File: config.mk
export PLATFORM = sky130hd
export DESIGN_NAME = alu_op_sequencer
export DESIGN_NICKNAME = d
export VERILOG_FILES = /design/src/rtl/alu_op_sequencer.sv
export SDC_FILE = /design/constraint.sdc
export NUM_CORES = 1
export LEC_CHECK = 0
export ABC_AREA = 1
export ABC_CLOCK_PERIOD_IN_PS = 2580
export CAP_MARGIN = 10
export CORE_MARGIN = 4
export CORE_UTILIZATION = 48
export CTS_BUF_LIST = sky130_fd_sc_hd__clkbuf_8
export CTS_CLUSTER_DIAMETER = 100
export DETAILED_ROUTE_END_ITERATION = 10
export HOLD_SLACK_MARGIN = 0.1
export PLACE_DENSITY = 0.85
export SYNTH_ARGS = -nofsm -noshare
export SYNTH_HDL_FRONTEND = slang
export SYNTH_SLANG_ARGS = --single-unit
export TNS_END_PERCENT = 5
File: constraint.sdc
create_clock -name clk -period 2.58 [get_ports clk]
set_input_delay 0.516 -clock clk [delete_from_list [all_inputs] [get_ports clk]]
set_output_delay 0.516 -clock clk [all_outputs]
set_load 0.01 [all_outputs]
File: src/rtl/alu_op_sequencer.sv
// ---------------------------------------------------------------------------
// alu_op_sequencer
//   Wraps an external combinational ALU with a request/response sequencer.
//   A transaction accepted on the in_* handshake is driven onto alu_*; the
//   inputs are held for SETTLE cycles, then alu_result is captured together
//   with carry/overflow/zero/negative status and offered on the out_*
//   handshake.
//
// Ports
//   clk, rst_n           clock, synchronous active-low reset
//   in_valid/in_ready    upstream handshake, operands in_a/in_b, opcode in_op
//                        (00 add, 01 sub A-B, 10 AND, 11 OR)
//   alu_a/alu_b/alu_op   registered drive to the ALU
//   alu_result           ALU result, sampled only on the capture edge
//   out_valid/out_ready  downstream handshake
//   out_result/out_op    captured result and its opcode
//   out_carry/out_ovf    carry (add) / borrow (sub), signed overflow
//   out_zero/out_neg     result zero / result sign bit
//   busy                 sequencer is not idle
// ---------------------------------------------------------------------------
module alu_op_sequencer #(
    parameter int WIDTH  = 8,
    parameter int SETTLE = 4
) (
    input  logic             clk,
    input  logic             rst_n,
    input  logic             in_valid,
    output logic             in_ready,
    input  logic [WIDTH-1:0] in_a,
    input  logic [WIDTH-1:0] in_b,
    input  logic [1:0]       in_op,
    output logic [WIDTH-1:0] alu_a,
    output logic [WIDTH-1:0] alu_b,
    output logic [1:0]       alu_op,
    input  logic [WIDTH-1:0] alu_result,
    output logic             out_valid,
    input  logic             out_ready,
    output logic [WIDTH-1:0] out_result,
    output logic [1:0]       out_op,
    output logic             out_carry,
    output logic             out_ovf,
    output logic             out_zero,
    output logic             out_neg,
    output logic             busy
);

    typedef enum logic [1:0] {
        ST_IDLE   = 2'd0,
        ST_SETTLE = 2'd1,
        ST_HOLD   = 2'd2
    } state_t;

    localparam int           MSB      = WIDTH - 1;
    localparam logic [3:0]   CNT_LOAD = 4'(SETTLE - 1);

    state_t           state_q, state_d;
    logic [3:0]       cnt_q, cnt_d;
    // The ALU input registers double as the operand copies used for the
    // flags: they are held constant from acceptance through capture.
    logic [WIDTH-1:0] alu_a_q, alu_a_d;
    logic [WIDTH-1:0] alu_b_q, alu_b_d;
    logic [1:0]       alu_op_q, alu_op_d;
    logic [WIDTH-1:0] res_q, res_d;
    logic [1:0]       op_q, op_d;
    logic             carry_q, carry_d;
    logic             ovf_q, ovf_d;
    logic             zero_q, zero_d;
    logic             neg_q, neg_d;

    // Flag arithmetic, evaluated from the held operands and live ALU result.
    logic [WIDTH-1:0] sum_w;
    logic             carry_c, ovf_c;

    assign sum_w = alu_a_q + alu_b_q;

    always_comb begin
        carry_c = 1'b0;
        ovf_c   = 1'b0;
        case (alu_op_q)
            2'b00: begin
                // Unsigned wrap of the truncated sum marks the carry-out.
                carry_c = (sum_w < alu_a_q);
                ovf_c   = (alu_a_q[MSB] == alu_b_q[MSB]) &&
                          (alu_result[MSB] != alu_a_q[MSB]);
            end
            2'b01: begin
                carry_c = (alu_a_q < alu_b_q);
                ovf_c   = (alu_a_q[MSB] != alu_b_q[MSB]) &&
                          (alu_result[MSB] != alu_a_q[MSB]);
            end
            default: begin
                carry_c = 1'b0;
                ovf_c   = 1'b0;
            end
        endcase
    end

    // Next-state and datapath.
    always_comb begin
        state_d  = state_q;
        cnt_d    = cnt_q;
        alu_a_d  = alu_a_q;
        alu_b_d  = alu_b_q;
        alu_op_d = alu_op_q;
        res_d    = res_q;
        op_d     = op_q;
        carry_d  = carry_q;
        ovf_d    = ovf_q;
        zero_d   = zero_q;
        neg_d    = neg_q;
        case (state_q)
            ST_IDLE: begin
                if (in_valid) begin
                    alu_a_d  = in_a;
                    alu_b_d  = in_b;
                    alu_op_d = in_op;
                    cnt_d    = CNT_LOAD;
                    state_d  = ST_SETTLE;
                end
            end
            ST_SETTLE: begin
                if (cnt_q == 4'd0) begin
                    res_d   = alu_result;
                    op_d    = alu_op_q;
                    carry_d = carry_c;
                    ovf_d   = ovf_c;
                    zero_d  = (alu_result == '0);
                    neg_d   = alu_result[MSB];
                    state_d = ST_HOLD;
                end else begin
                    cnt_d = cnt_q - 4'd1;
                end
            end
            ST_HOLD: begin
                if (out_ready) state_d = ST_IDLE;
            end
            default: state_d = ST_IDLE;
        endcase
    end

    always_ff @(posedge clk) begin
        if (!rst_n) begin
            state_q  <= ST_IDLE;
            cnt_q    <= '0;
            alu_a_q  <= '0;
            alu_b_q  <= '0;
            alu_op_q <= '0;
            res_q    <= '0;
            op_q     <= '0;
            carry_q  <= 1'b0;
            ovf_q    <= 1'b0;
            zero_q   <= 1'b0;
            neg_q    <= 1'b0;
        end else begin
            state_q  <= state_d;
            cnt_q    <= cnt_d;
            alu_a_q  <= alu_a_d;
            alu_b_q  <= alu_b_d;
            alu_op_q <= alu_op_d;
            res_q    <= res_d;
            op_q     <= op_d;
            carry_q  <= carry_d;
            ovf_q    <= ovf_d;
            zero_q   <= zero_d;
            neg_q    <= neg_d;
        end
    end

    assign in_ready   = (state_q == ST_IDLE);
    assign out_valid  = (state_q == ST_HOLD);
    assign busy       = (state_q != ST_IDLE);
    assign alu_a      = alu_a_q;
    assign alu_b      = alu_b_q;
    assign alu_op     = alu_op_q;
    assign out_result = res_q;
    assign out_op     = op_q;
    assign out_carry  = carry_q;
    assign out_ovf    = ovf_q;
    assign out_zero   = zero_q;
    assign out_neg    = neg_q;

endmodule

Yosys cells after proc, flatten, opt, wreduce, memory -nomap -nowiden
Index checks and enable logic that the tools add are counted.
{ "word_totals": {"regBits": 38, "output_inout_bits": 35} }
{ "op_classes": {"mux": 9, "n_reduce_logical": 12, "n_addsub": 2, "order_cmp": 2, "n_eq_ne": 10} }
{ "ops": {"columns": ["operator", "n"], "rows": [
  ["$lt 8x8->1", 2],
  ["$add 8x8->8", 1],
  ["$logic_not 8->1", 1],
  ["$mux 4", 2],
  ["$pmux 4 s2", 1],
  ["$mux 2", 3],
  ["$ne 2x2->1 const B", 3],
  ["$pmux 2 s3", 1],
  ["$reduce_and 3->1", 2],
  ["$eq 2x1->1 const B", 2],
  ["$logic_not 2->1", 2],
  ["$logic_not 4->1", 1],
  ["$pmux 1 s2", 2],
  ["$reduce_and 2->1", 2],
  ["$reduce_bool 2->1", 2],
  ["$sub 4x1->4 const B", 1],
  ["$eq 2x2->1 const B", 1],
  ["$logic_and 1x1->1", 2],
  ["$ne 1x1->1", 2],
  ["$ne 2x1->1 const B", 1],
  ["$eq 1x1->1", 1]
]} }

Longest topological paths before layout
{ "logic_depth": {"depth_word": 3, "ltp_mapped": 17, "ltp_nobuf": 17} }

Worst setup path before layout
Ideal clock, no wire load.
{ "synth_timing": {"path_type": "register to register", "from": "reg alu_b_q[2], in the netlist alu_b[2]", "to": "reg carry_q, in the netlist out_carry", "period_less_slack_ns": 2.238, "path_stages_with_launch": 16, "n_path_buf": 0, "setup_slack_ns": 0.342, "t_required_ns": 2.510, "arrival_ns": 2.168, "setup_ns": 0.070, "cell_sequence": "dfxtp_1 inv_1 ha_1 inv_1 a21oi_1 nand2_1 nand4_1 nand3_1 xnor2_1 ha_1 a21o_1 nor2_1 nand2_1 a21oi_1 nand2_1 a21oi_1"} }
{ "synth_between": {"elab_chain_cells": 3, "elab_cells_between_ends": 4} }
{ "synth_lines": {"columns": ["item", "line", "rtl"], "rows": [
  ["from (decl)", "61", "logic [WIDTH-1:0] alu_b_q, alu_b_d;"],
  ["from (signal assigned)", "158", "alu_b_q <= alu_b_d;"],
  ["$add 8x8->8", "74", "assign sum_w = alu_a_q + alu_b_q;"],
  ["$lt 8x8->1", "82", "carry_c = (sum_w < alu_a_q);"],
  ["$pmux 1 s2 *", "79", "case (alu_op_q)"],
  ["to (signal assigned)", "162", "carry_q <= carry_d;"],
  ["to (decl)", "65", "logic carry_q, carry_d;"]
]} }
Every way passes the cells marked *; elsewhere a longest branch is shown, timed or not.
A chain may end at the register's enable or synchronous reset.

Final worst setup path
Same ends and word-level chain as after synthesis.

==> impl_metrics.env <==
export IMPL_cts_sinks=37
export IMPL_antenna_left=0
export IMPL_grt_usage=0.194
export IMPL_ys_async_sr_fraction=0
export IMPL_initial_core_util=0.497
export IMPL_synth_warnings=0
export IMPL_grt_pass1_vias=1941
export IMPL_maxSlewHeadroom=0.657
export IMPL_pre_cts_slack_ns=0.132
export IMPL_rr_worst_depth=16
export IMPL_die_area_um2=5270
export IMPL_p_per_area_nw_per_um2=663
export IMPL_overflow=0
export IMPL_cts_buffer_depth=2
export IMPL_drt_initial_drc_count=133
export IMPL_routed_via_density=5.13
export IMPL_status="completed"
export IMPL_routabilityCongestion=0.894
export IMPL_avgSynthCellArea_um2=7.41
export IMPL_layout_nets=387
export IMPL_wl_met1_um=2250
export IMPL_wl_per_cell_um=13.8
export IMPL_hold_viol_final=0
export IMPL_cts_tree="yes"
export IMPL_synth_area_um2=2000
export IMPL_syn_inst=270
export IMPL_antenna_cells=0
export IMPL_synth_area_leader_cell="dfxtp_1"
export IMPL_wl_met2_um=2620
export IMPL_cts_inserted_buffers=5
export IMPL_worst_setup_path_type="reg -> reg"
export IMPL_drv_slew=0
export IMPL_core_area_um2=4030
export IMPL_hold_path_class="reg -> reg"
export IMPL_htree_levels=2
export IMPL_worstReg2RegStart="alu_b[2]$_SDFFE_PN0P_"
export IMPL_skew_ns=0.00847
export IMPL_dr_pass1_iters=4
export IMPL_ctsHoldBuffers=0
export IMPL_min_to="out_zero$_SDFFE_PN0P_"
export IMPL_fin_ws_ns=0.144
export IMPL_clkLatencyLatePin_ns=0.29
export IMPL_post_route_min_period_ns=2.44
export IMPL_worstMarginPinSlew_ns=0.513
export IMPL_drc_errors=0
export IMPL_wl_met3_um=390
export IMPL_reg2reg_slack_ns=0.14
export IMPL_p_leak_uw=0.00127
export IMPL_setup_violations=0
export IMPL_drive_gt1_frac=0.116
export IMPL_yosysTopAreaCellShare=0.370
export IMPL_rows=23
export IMPL_crit_required_ns=2.81
export IMPL_vias=1987
export IMPL_path_max_fanout=4
export IMPL_yosysSeqAreaShare=0.370
export IMPL_timing_rr_end="out_carry$_SDFFE_PN0P_"
export IMPL_crit_path_end_kind="flop"
export IMPL_buffer_ports_inserted=64
export IMPL_ys_ff_latch=37
export IMPL_cts_root_buffer="clkbuf_8"
export IMPL_synth_edff_count=0
export IMPL_final_util=0.718
export IMPL_synth_area_leaders="dfxtp_1 (37%), ha_1 (13%), a21oi_1 (9.3%)"
export IMPL_grt_pass1_wl_um=8070
export IMPL_highest_layer="met4"
export IMPL_grt_start_max_net_pins=37
export IMPL_cts_clk_slew_worst_paths_ns=0.08
export IMPL_routed_wl_um=5330
export IMPL_hold_path_cell_count=2
export IMPL_drv_cap=0
export IMPL_dieHeight_um=72.6
export IMPL_synth_ff_type="dfxtp_1"
export IMPL_area_delta_synth_final_pct=44.4
export IMPL_syn_nets=321
export IMPL_fillers=322
export IMPL_die_width_um=72.6
export IMPL_hpwl_um=3740
export IMPL_hp_start="out_zero$_SDFFE_PN0P_"
export IMPL_finalCritPeriodShare=0.944
export IMPL_antenna_found_initial=0
export IMPL_arrival_ns=2.67
export IMPL_fmax_mhz=411
export IMPL_start_kind="flop"
export IMPL_yosysUniqueCellTypes=29
export IMPL_boundaryPins=65
export IMPL_peakVddDrop_uv=387
[metal layers]
layer	up-vias	track usage
met2	54	0.345
met1	919	0.205
li1	1004	-
met5	-	0
met4	0	0.0615
met3	10	0.0826
[registers in the layout (all words and copies together) (netlist names)]
signal,flops
alu_b,8
out_op,2
out_result,8
out_carry,1
alu_a,8
out_zero,1
cnt_q,4
alu_op,2
out_ovf,1
state_q,2
[power breakdown]
group | internal, µW | leakage, µW | total (µW) | switching (µW)
clock network | 314 | 0.0000574 | 533 | 218
logic | 325 | 0.000911 | 686 | 361
registers | 641 | 0.000306 | 697 | 55.7
total | 1280 | 0.00127 | 1920 | 635
[cell families after synthesis]
family          Yosys count  share of synthesized area
buf+inv                  48                     0.0981
flops                    37                      0.370
xor+xnor                  4                     0.0175
fa+ha+maj                21                      0.135
simple gates             89                      0.197
compound gates           71                      0.183
[placed cells by master, fill, tap and decap left out, types with 5 or more instances in the layout]
cell type | netlist | layout
o21ai_0 | 30 | 30
nor3_1 | 6 | 6
clkbuf_8 | 0 | 6
nand2_1 | 36 | 34
inv_1 | 36 | 34
inv_2 | 3 | 5
ha_1 | 20 | 17
clkdlybuf4s50_1 | 0 | 64
nor2_1 | 28 | 27
a21oi_1 | 37 | 34
nand3_1 | 8 | 8
dfxtp_1 | 37 | 33
[through the flow]
step	hold WS (ns)	cells	instance area [µm²]	power (µW)	setup TNS, ns
floorplan	0.448	270	2000	1090	0
global placement	0.454	377	2670	1320	0
detailed placement	0.463	377	2670	1340	0
CTS	0.471	385	2790	1880	0
global route	0.487	387	2890	2030	-0.0366
finish	0.473	387	2890	1920	0
[cells in the mapped netlist, types with 2 or more instances]
| master | n |
|---|---|
| dfxtp_1 | 37 |
| nand2_1 | 36 |
| buf_4 | 2 |
| inv_1 | 36 |
| xnor2_1 | 2 |
| nand3_1 | 8 |
| inv_2 | 3 |
| nor2_1 | 28 |
| ha_1 | 20 |
| o21ai_0 | 30 |
| nor2_2 | 3 |
| xor2_1 | 2 |
| clkbuf_1 | 5 |
| and3_1 | 2 |
| nor3_1 | 6 |
| a21oi_1 | 37 |
[layout make-up]
class | count | area [µm²] | share of cell area
clock inverters | 2 | 37.5 | 0.0130
multi-input cells | 185 | 1140 | 0.396
inverters | 39 | 146 | 0.0506
flip-flops and latches | 37 | 748 | 0.259
well taps | 50 | 62.6 | 0.0216
clock buffers | 6 | 82.6 | 0.0286
repair buffers | 68 | 671 | 0.232
[how the worst max path moves through the flow]
stage | from | to | slack, ns
CTS | alu_b[0]$_SDFFE_PN0P_ | out_carry$_SDFFE_PN0P_ | 0.11
global route | alu_b[2]$_SDFFE_PN0P_ | out_carry$_SDFFE_PN0P_ | -0.04
global placement | alu_b[2]$_SDFFE_PN0P_ | out_carry$_SDFFE_PN0P_ | 0.24
detailed placement | alu_b[3]$_SDFFE_PN0P_ | out_carry$_SDFFE_PN0P_ | 0.13
floorplan | alu_b[2]$_SDFFE_PN0P_ | out_carry$_SDFFE_PN0P_ | 0.34
finish | alu_b[2]$_SDFFE_PN0P_ | out_carry$_SDFFE_PN0P_ | 0.14
[worst max-delay path, stage by stage, from the launching register on]
cell,delay [ns]
dfxtp_2,0.35
inv_2,0.06
ha_4,0.29
inv_1,0.08
a21oi_2,0.21
nand2_2,0.12
nand2_4,0.09
a31oi_4,0.10
xor2_1,0.18
ha_1,0.33
nand2_1,0.07
a21oi_1,0.05
nor2_1,0.08
nand2_1,0.06
a21oi_2,0.11
nand2_1,0.06
a21oi_1,0.12
[repair_timing]
action	CTS	global route
endpoints found under the setup margin	0	1
buffers inserted	0	2
resized for setup	0	21
Note: power is estimated with default switching activity, not from simulation.
